$ cat src/rtl/mem_loader_if.sv
// mem_loader_if: byte stream, CPU pass-through, memory port and status bundle for mem_loader.
interface mem_loader_if;
  logic        start;
  logic [7:0]  byte_in;
  logic        byte_valid;
  logic        byte_ready;
  logic [14:0] cpu_addr;
  logic [15:0] cpu_in;
  logic        cpu_load;
  logic [14:0] mem_addr;
  logic [15:0] mem_in;
  logic        mem_load;
  logic        busy;
  logic        done;
  logic        error;
  logic [14:0] word_count;
  modport master (
    output start, byte_in, byte_valid, cpu_addr, cpu_in, cpu_load,
    input  byte_ready, mem_addr, mem_in, mem_load, busy, done, error, word_count
  );
  modport slave (
    input  start, byte_in, byte_valid, cpu_addr, cpu_in, cpu_load,
    output byte_ready, mem_addr, mem_in, mem_load, busy, done, error, word_count
  );
endinterface

$ cat src/rtl/mem_loader.sv
// mem_loader: boot loader assembling big-endian words from a byte stream into memory.
// Define MEM_LOADER_CHECKSUM_EN to require a trailing 16-bit word-sum checksum.
module mem_loader #(
  parameter logic [14:0] BASE_ADDR = 15'h0000,
  parameter logic [14:0] MEM_TOP   = 15'h6000
) (
  input logic        clk,
  input logic        rst_n,
  mem_loader_if.slave bus
);
  typedef enum logic [3:0] {
    S_IDLE, S_LEN_HI, S_LEN_LO, S_DATA_HI, S_DATA_LO,
    S_WRITE, S_CSUM_HI, S_CSUM_LO, S_DONE, S_ERROR
  } state_t;
  localparam logic [16:0] LIMIT = {2'b00, MEM_TOP} - {2'b00, BASE_ADDR} + 17'd1;
`ifdef MEM_LOADER_CHECKSUM_EN
  localparam state_t S_FIN = S_CSUM_HI;
  logic [15:0] r_sum;
`else
  localparam state_t S_FIN = S_DONE;
`endif
  state_t      r_state, w_nxt;
  logic        r_ready, r_busy, r_done, r_error;
  logic [7:0]  r_hi;
  logic [15:0] r_len, r_word;
  logic [14:0] r_cnt;
  logic        w_xfer, w_idle, w_last;
  logic [15:0] w_byte;
  assign w_xfer = bus.byte_valid & r_ready;
  assign w_byte = {r_hi, bus.byte_in};
  assign w_idle = r_state inside {S_IDLE, S_DONE, S_ERROR};
  assign w_last = ({1'b0, r_cnt} + 16'd1) == r_len;
  always_comb begin
    w_nxt = r_state;
    case (r_state)
      S_IDLE, S_DONE, S_ERROR: w_nxt = bus.start ? S_LEN_HI : r_state;
      S_LEN_HI:  w_nxt = w_xfer ? S_LEN_LO : r_state;
      S_LEN_LO:  w_nxt = !w_xfer ? r_state : ({1'b0, w_byte} > LIMIT) ? S_ERROR :
                         (w_byte == 16'd0) ? S_FIN : S_DATA_HI;
      S_DATA_HI: w_nxt = w_xfer ? S_DATA_LO : r_state;
      S_DATA_LO: w_nxt = w_xfer ? S_WRITE : r_state;
      S_WRITE:   w_nxt = w_last ? S_FIN : S_DATA_HI;
`ifdef MEM_LOADER_CHECKSUM_EN
      S_CSUM_HI: w_nxt = w_xfer ? S_CSUM_LO : r_state;
      S_CSUM_LO: w_nxt = !w_xfer ? r_state : (w_byte == r_sum) ? S_DONE : S_ERROR;
`endif
      default:   w_nxt = S_IDLE;
    endcase
  end
  always_ff @(posedge clk or negedge rst_n) begin
    if (!rst_n) begin
      r_state <= S_IDLE;
      r_ready <= 1'b0;
      r_busy  <= 1'b0;
      r_done  <= 1'b0;
      r_error <= 1'b0;
      r_hi    <= 8'd0;
      r_len   <= 16'd0;
      r_word  <= 16'd0;
      r_cnt   <= 15'd0;
`ifdef MEM_LOADER_CHECKSUM_EN
      r_sum   <= 16'd0;
`endif
    end else begin
      r_state <= w_nxt;
      r_ready <= w_nxt inside {S_LEN_HI, S_LEN_LO, S_DATA_HI, S_DATA_LO, S_CSUM_HI, S_CSUM_LO};
      r_busy  <= !(w_nxt inside {S_IDLE, S_DONE, S_ERROR});
      r_done  <= w_nxt == S_DONE;
      r_error <= w_nxt == S_ERROR;
      if (w_xfer) r_hi <= bus.byte_in;
      if (w_xfer && r_state == S_LEN_LO) r_len <= w_byte;
      if (w_xfer && r_state == S_DATA_LO) r_word <= w_byte;
      if (w_idle && bus.start) r_cnt <= 15'd0;
      if (r_state == S_WRITE) r_cnt <= r_cnt + 15'd1;
`ifdef MEM_LOADER_CHECKSUM_EN
      if (w_idle && bus.start) r_sum <= 16'd0;
      if (r_state == S_WRITE) r_sum <= r_sum + r_word;
`endif
    end
  end
  assign bus.byte_ready = r_ready;
  assign bus.busy       = r_busy;
  assign bus.done       = r_done;
  assign bus.error      = r_error;
  assign bus.word_count = r_cnt;
  assign bus.mem_addr   = r_busy ? BASE_ADDR + r_cnt : bus.cpu_addr;
  assign bus.mem_in     = r_busy ? r_word : bus.cpu_in;
  // rst_n gating keeps a stray CPU write from reaching memory during reset
  assign bus.mem_load   = rst_n & (r_busy ? (r_state == S_WRITE) : bus.cpu_load);
endmodule

$ cat src/flat_wrapper.sv
// flat-port wrapper written by rule: the top's interface ports become plain ports
module mem_loader_flat 
#(
  parameter logic [14:0] BASE_ADDR = 15'h0000,
  parameter logic [14:0] MEM_TOP   = 15'h6000
)
  (clk, rst_n, bus_start, bus_byte_in, bus_byte_valid, bus_cpu_addr, bus_cpu_in, bus_cpu_load, bus_byte_ready, bus_mem_addr, bus_mem_in, bus_mem_load, bus_busy, bus_done, bus_error, bus_word_count);
  mem_loader_if bus_i ();
  input logic clk;
  input logic rst_n;
  input wire logic [$bits(bus_i.start)-1:0] bus_start;
  input wire logic [$bits(bus_i.byte_in)-1:0] bus_byte_in;
  input wire logic [$bits(bus_i.byte_valid)-1:0] bus_byte_valid;
  input wire logic [$bits(bus_i.cpu_addr)-1:0] bus_cpu_addr;
  input wire logic [$bits(bus_i.cpu_in)-1:0] bus_cpu_in;
  input wire logic [$bits(bus_i.cpu_load)-1:0] bus_cpu_load;
  output wire logic [$bits(bus_i.byte_ready)-1:0] bus_byte_ready;
  output wire logic [$bits(bus_i.mem_addr)-1:0] bus_mem_addr;
  output wire logic [$bits(bus_i.mem_in)-1:0] bus_mem_in;
  output wire logic [$bits(bus_i.mem_load)-1:0] bus_mem_load;
  output wire logic [$bits(bus_i.busy)-1:0] bus_busy;
  output wire logic [$bits(bus_i.done)-1:0] bus_done;
  output wire logic [$bits(bus_i.error)-1:0] bus_error;
  output wire logic [$bits(bus_i.word_count)-1:0] bus_word_count;
  assign bus_i.start = bus_start;
  assign bus_i.byte_in = bus_byte_in;
  assign bus_i.byte_valid = bus_byte_valid;
  assign bus_i.cpu_addr = bus_cpu_addr;
  assign bus_i.cpu_in = bus_cpu_in;
  assign bus_i.cpu_load = bus_cpu_load;
  assign bus_byte_ready = bus_i.byte_ready;
  assign bus_mem_addr = bus_i.mem_addr;
  assign bus_mem_in = bus_i.mem_in;
  assign bus_mem_load = bus_i.mem_load;
  assign bus_busy = bus_i.busy;
  assign bus_done = bus_i.done;
  assign bus_error = bus_i.error;
  assign bus_word_count = bus_i.word_count;
  mem_loader #(.BASE_ADDR(BASE_ADDR), .MEM_TOP(MEM_TOP)) u_core (.clk(clk), .rst_n(rst_n), .bus(bus_i));
endmodule
$ cat config.mk
export PLATFORM = sky130hd
export DESIGN_NAME = mem_loader_flat
export DESIGN_NICKNAME = d
export VERILOG_FILES = /design/src/rtl/mem_loader_if.sv /design/src/rtl/mem_loader.sv /design/src/flat_wrapper.sv
export SDC_FILE = /design/constraint.sdc
export NUM_CORES = 1
export LEC_CHECK = 0
export BUFFER_PORTS_ARGS = -buffer_cell sky130_fd_sc_hd__buf_2
export CORE_MARGIN = 1
export CORE_UTILIZATION = 52
export CTS_BUF_LIST = sky130_fd_sc_hd__clkbuf_4 sky130_fd_sc_hd__clkbuf_8
export DETAILED_ROUTE_END_ITERATION = 8
export PLACE_DENSITY = 0.79
export SLEW_MARGIN = 25
export SYNTH_ARGS = -nofsm -noshare
export SYNTH_HDL_FRONTEND = slang
export SYNTH_SLANG_ARGS = --single-unit
export TNS_END_PERCENT = 1
$ cat constraint.sdc
create_clock -name clk -period 5.29 [get_ports clk]
set_input_delay 0.2645 -clock clk [delete_from_list [all_inputs] [get_ports clk]]
set_output_delay 0.2645 -clock clk [all_outputs]
set_load 0.02 [all_outputs]
==> metrics.txt <==
diodes inserted=0; GR peak layer=met2; Sink Count=between 60 and 70; number of remaining DRC errors=0; CP top delay family=simple AND/OR/NAND/NOR gates; Max Slew Vio Count=0; Final Util=64.1%; CTS tree=done; ys async rst share=100%; RePlAce Congestion=approximately 0.84; clock latency on the worst-skew pair=~0.34 ns; initial DRC count=249; initial antenna violation count=0; CTS resizes=0; CP required=5.47 ns; Synth Flop Type=dfrtp_1; core area=approximately 0.0068 mm²; area fraction of the dominant cell type after synthesis=43.4%; met3 global-route usage=4.43%; total gr overflow=0; global-route wire length before repair=13800 µm; yosys synthesis warning count=0; max incr delay on CP=0.56 ns; CP bufs+invs=0; largest net degree at the start of global routing=65; register bit total from synthesis=63; Fill cells=548; maximum clock rate=355 MHz; Final ANT Viol Nets=0; die area=around 0.0073 mm²; Root Driver=clkbuf_8; Avg Cell Area, Syn=10.8 µm²; register area share after synthesis=43.4%; Levels on crit path=7; MaxCap Viol Count=0; Final Hold Viols=0; Post-Syn Nets=380; worst clock skew=0.00622 ns; setup bufs post-CTS=0; Post-Syn Area=0.00363 mm²; status=finished clean; final worst path period need=approximately 2.8 ns; final net count=466; top-count cell post-synth=mux2_2; DP Wirelength=6080 µm; hold buffer count at CTS=0; routed vias/inst=6.12; # rows=30; met1 usage in global routing=31.4%; port buffer count=94; R2R cell count=7; RSZ-0062 raised after global routing=false; CP arrival=roughly 3 ns; drt total wl=between 8000 and 9000 µm; Crit-path slowest cell=nor4_1; Clock Pin Slew Worst Setup and Hold Paths=~0.07 ns; Max H-tree Level=3; Wirelength per Cell=between 15 and 20 µm; Area growth syn-to-layout=19.4%; number of global-route vias before repair=2874; Post-Synthesis Cells=335; TritonCTS Buffers=9; leak pwr=between 1.5 and 2 nW; drt pass-1 iters=4; Synth area leaders=dfrtp_1, mux2_2, xnor2_1, o21ai_0, a21oi_1; Worst Tran Pin Value=0.919 ns; Post-synth EDFFs=0; Synth top cells by count=mux2_2, dfrtp_1, o21ai_0, nand2_1, xnor2_1; critical path launch point type=register; TNS Setup=0 ns; Hold WC Path Type=input port to asynchronous set/reset pin; count of different cell masters after synthesis=55; pwr dens=540 mW/mm²; share of cells above drive strength 1=between 40% and 50%; critical path class=register to register; crit end category=register; Worst VDD drop=299 µV; final total power=2.34 mW; total track usage=roughly a quarter; critical-path cell list=ha_1, nand3_1, nor3_1, mux2i_1, a21oi_1, nor4_1, o21ai_0; Die Ht=85.5 µm; Slew HR=roughly 39%; I/O Pins=95; Final Cycle Share=53.3%; Vias=3090; met2 Resource Use GR=40.1%; initial core utilization=53.7%; Die W=85.5 µm; Crit Path Max Fanout=10; clk buf depth=2; setup violators final=0; Yosys top cell by area=dfrtp_1
routing by layer:
metal,wire length (µm),up-vias,part of all wire [%]
met4,228,0,2.7
met1,3680,1504,43
met2,4090,146,48
met3,540,21,6.3
li1,-,1419,-
met5,0,-,0
sequential cells by signal (all words and copies together) (netlist names):
signal and flops:
u_core.bus.done 1, u_core.r_word 16, u_core.bus.byte_ready 1, u_core.bus.word_count 15, u_core.r_len 16, u_core.r_hi 8, u_core.r_state 4, u_core.bus.busy 1
u_core.bus.error 1
final timing paths:
| path | startpoint | to | slack (ns) |
|---|---|---|---|
| min in group clk | bus_byte_in[6] | u_core.r_len[6] | 0.21 |
| min | rst_n | u_core.r_word[5] | 0.07 |
| max reg2reg | u_core.bus.word_count[0] | u_core.r_state[0] | 2.47 |
| min reg2reg | u_core.r_word[13] | u_core.r_word[13] | 0.50 |
| max | u_core.bus.word_count[0] | u_core.r_state[0] | 2.47 |
| max in group asynchronous | rst_n | u_core.r_hi[1] | 4.70 |
logic make-up after synthesis:
logic type	share of synthesized area, %
AND/OR/NAND/NOR	13.8
multiplexers	22.6
AO/OA/AOI/OAI	12.3
flip-flops	43.4
buffers and inverters	2.96
XOR/XNOR	4.58
adder cells (fa/ha/maj)	0.345
power by group:
part           switching [mW]  internal [mW]  total [mW]
clock network           0.188          0.245       0.433
registers               0.216          0.665       0.881
logic                   0.512          0.512        1.02
cell usage in the layout (no fill, tap or decap), drive strengths merged, types with 3 or more instances in the layout:
cell    netlist  routed
or4           3       3
clkbuf       14      12
nand2b        3       3
dfrtp        63      63
nor3          8       8
mux2         71      71
xor2          5       5
nand4         6       6
nand3         9       9
o41ai         6       6
nand3b        3       3
inv           5       5
a31oi         5       5
xnor2        14      14
nand2        17      17
o21ai        21      21
nor2         13      13
nor4          6       6
o31ai         4       4
and2          4       4
and3          5       5
nor2b         3       3
buf           7      96
a21oi        12      12
metrics by stage:
stage                     area (µm²)  hold slack (ns)  setup WS (ns)  instances
after CTS                       4330            0.111           2.51        505
after global routing            4330            0.153           2.19        505
after global placement          4130            0.473           2.62        490
after floorplan                 3630          -0.0311           2.88        335
after detailed placement        4130            0.485           2.48        490
final                           4330           0.0733           2.47        505
layout make-up:
class | count | area, µm² | area share (%)
Inverter | 5 | 18.8 | 0.433
Sequential cell | 63 | 1580 | 36.4
Clock inverter | 3 | 42.5 | 0.982
Multi-Input combinational cell | 246 | 1950 | 45.0
Tap cell | 80 | 100 | 2.31
Clock buffer | 12 | 159 | 3.67
Timing Repair Buffer | 96 | 485 | 11.2
Note: power is estimated with default switching activity, not from simulation.
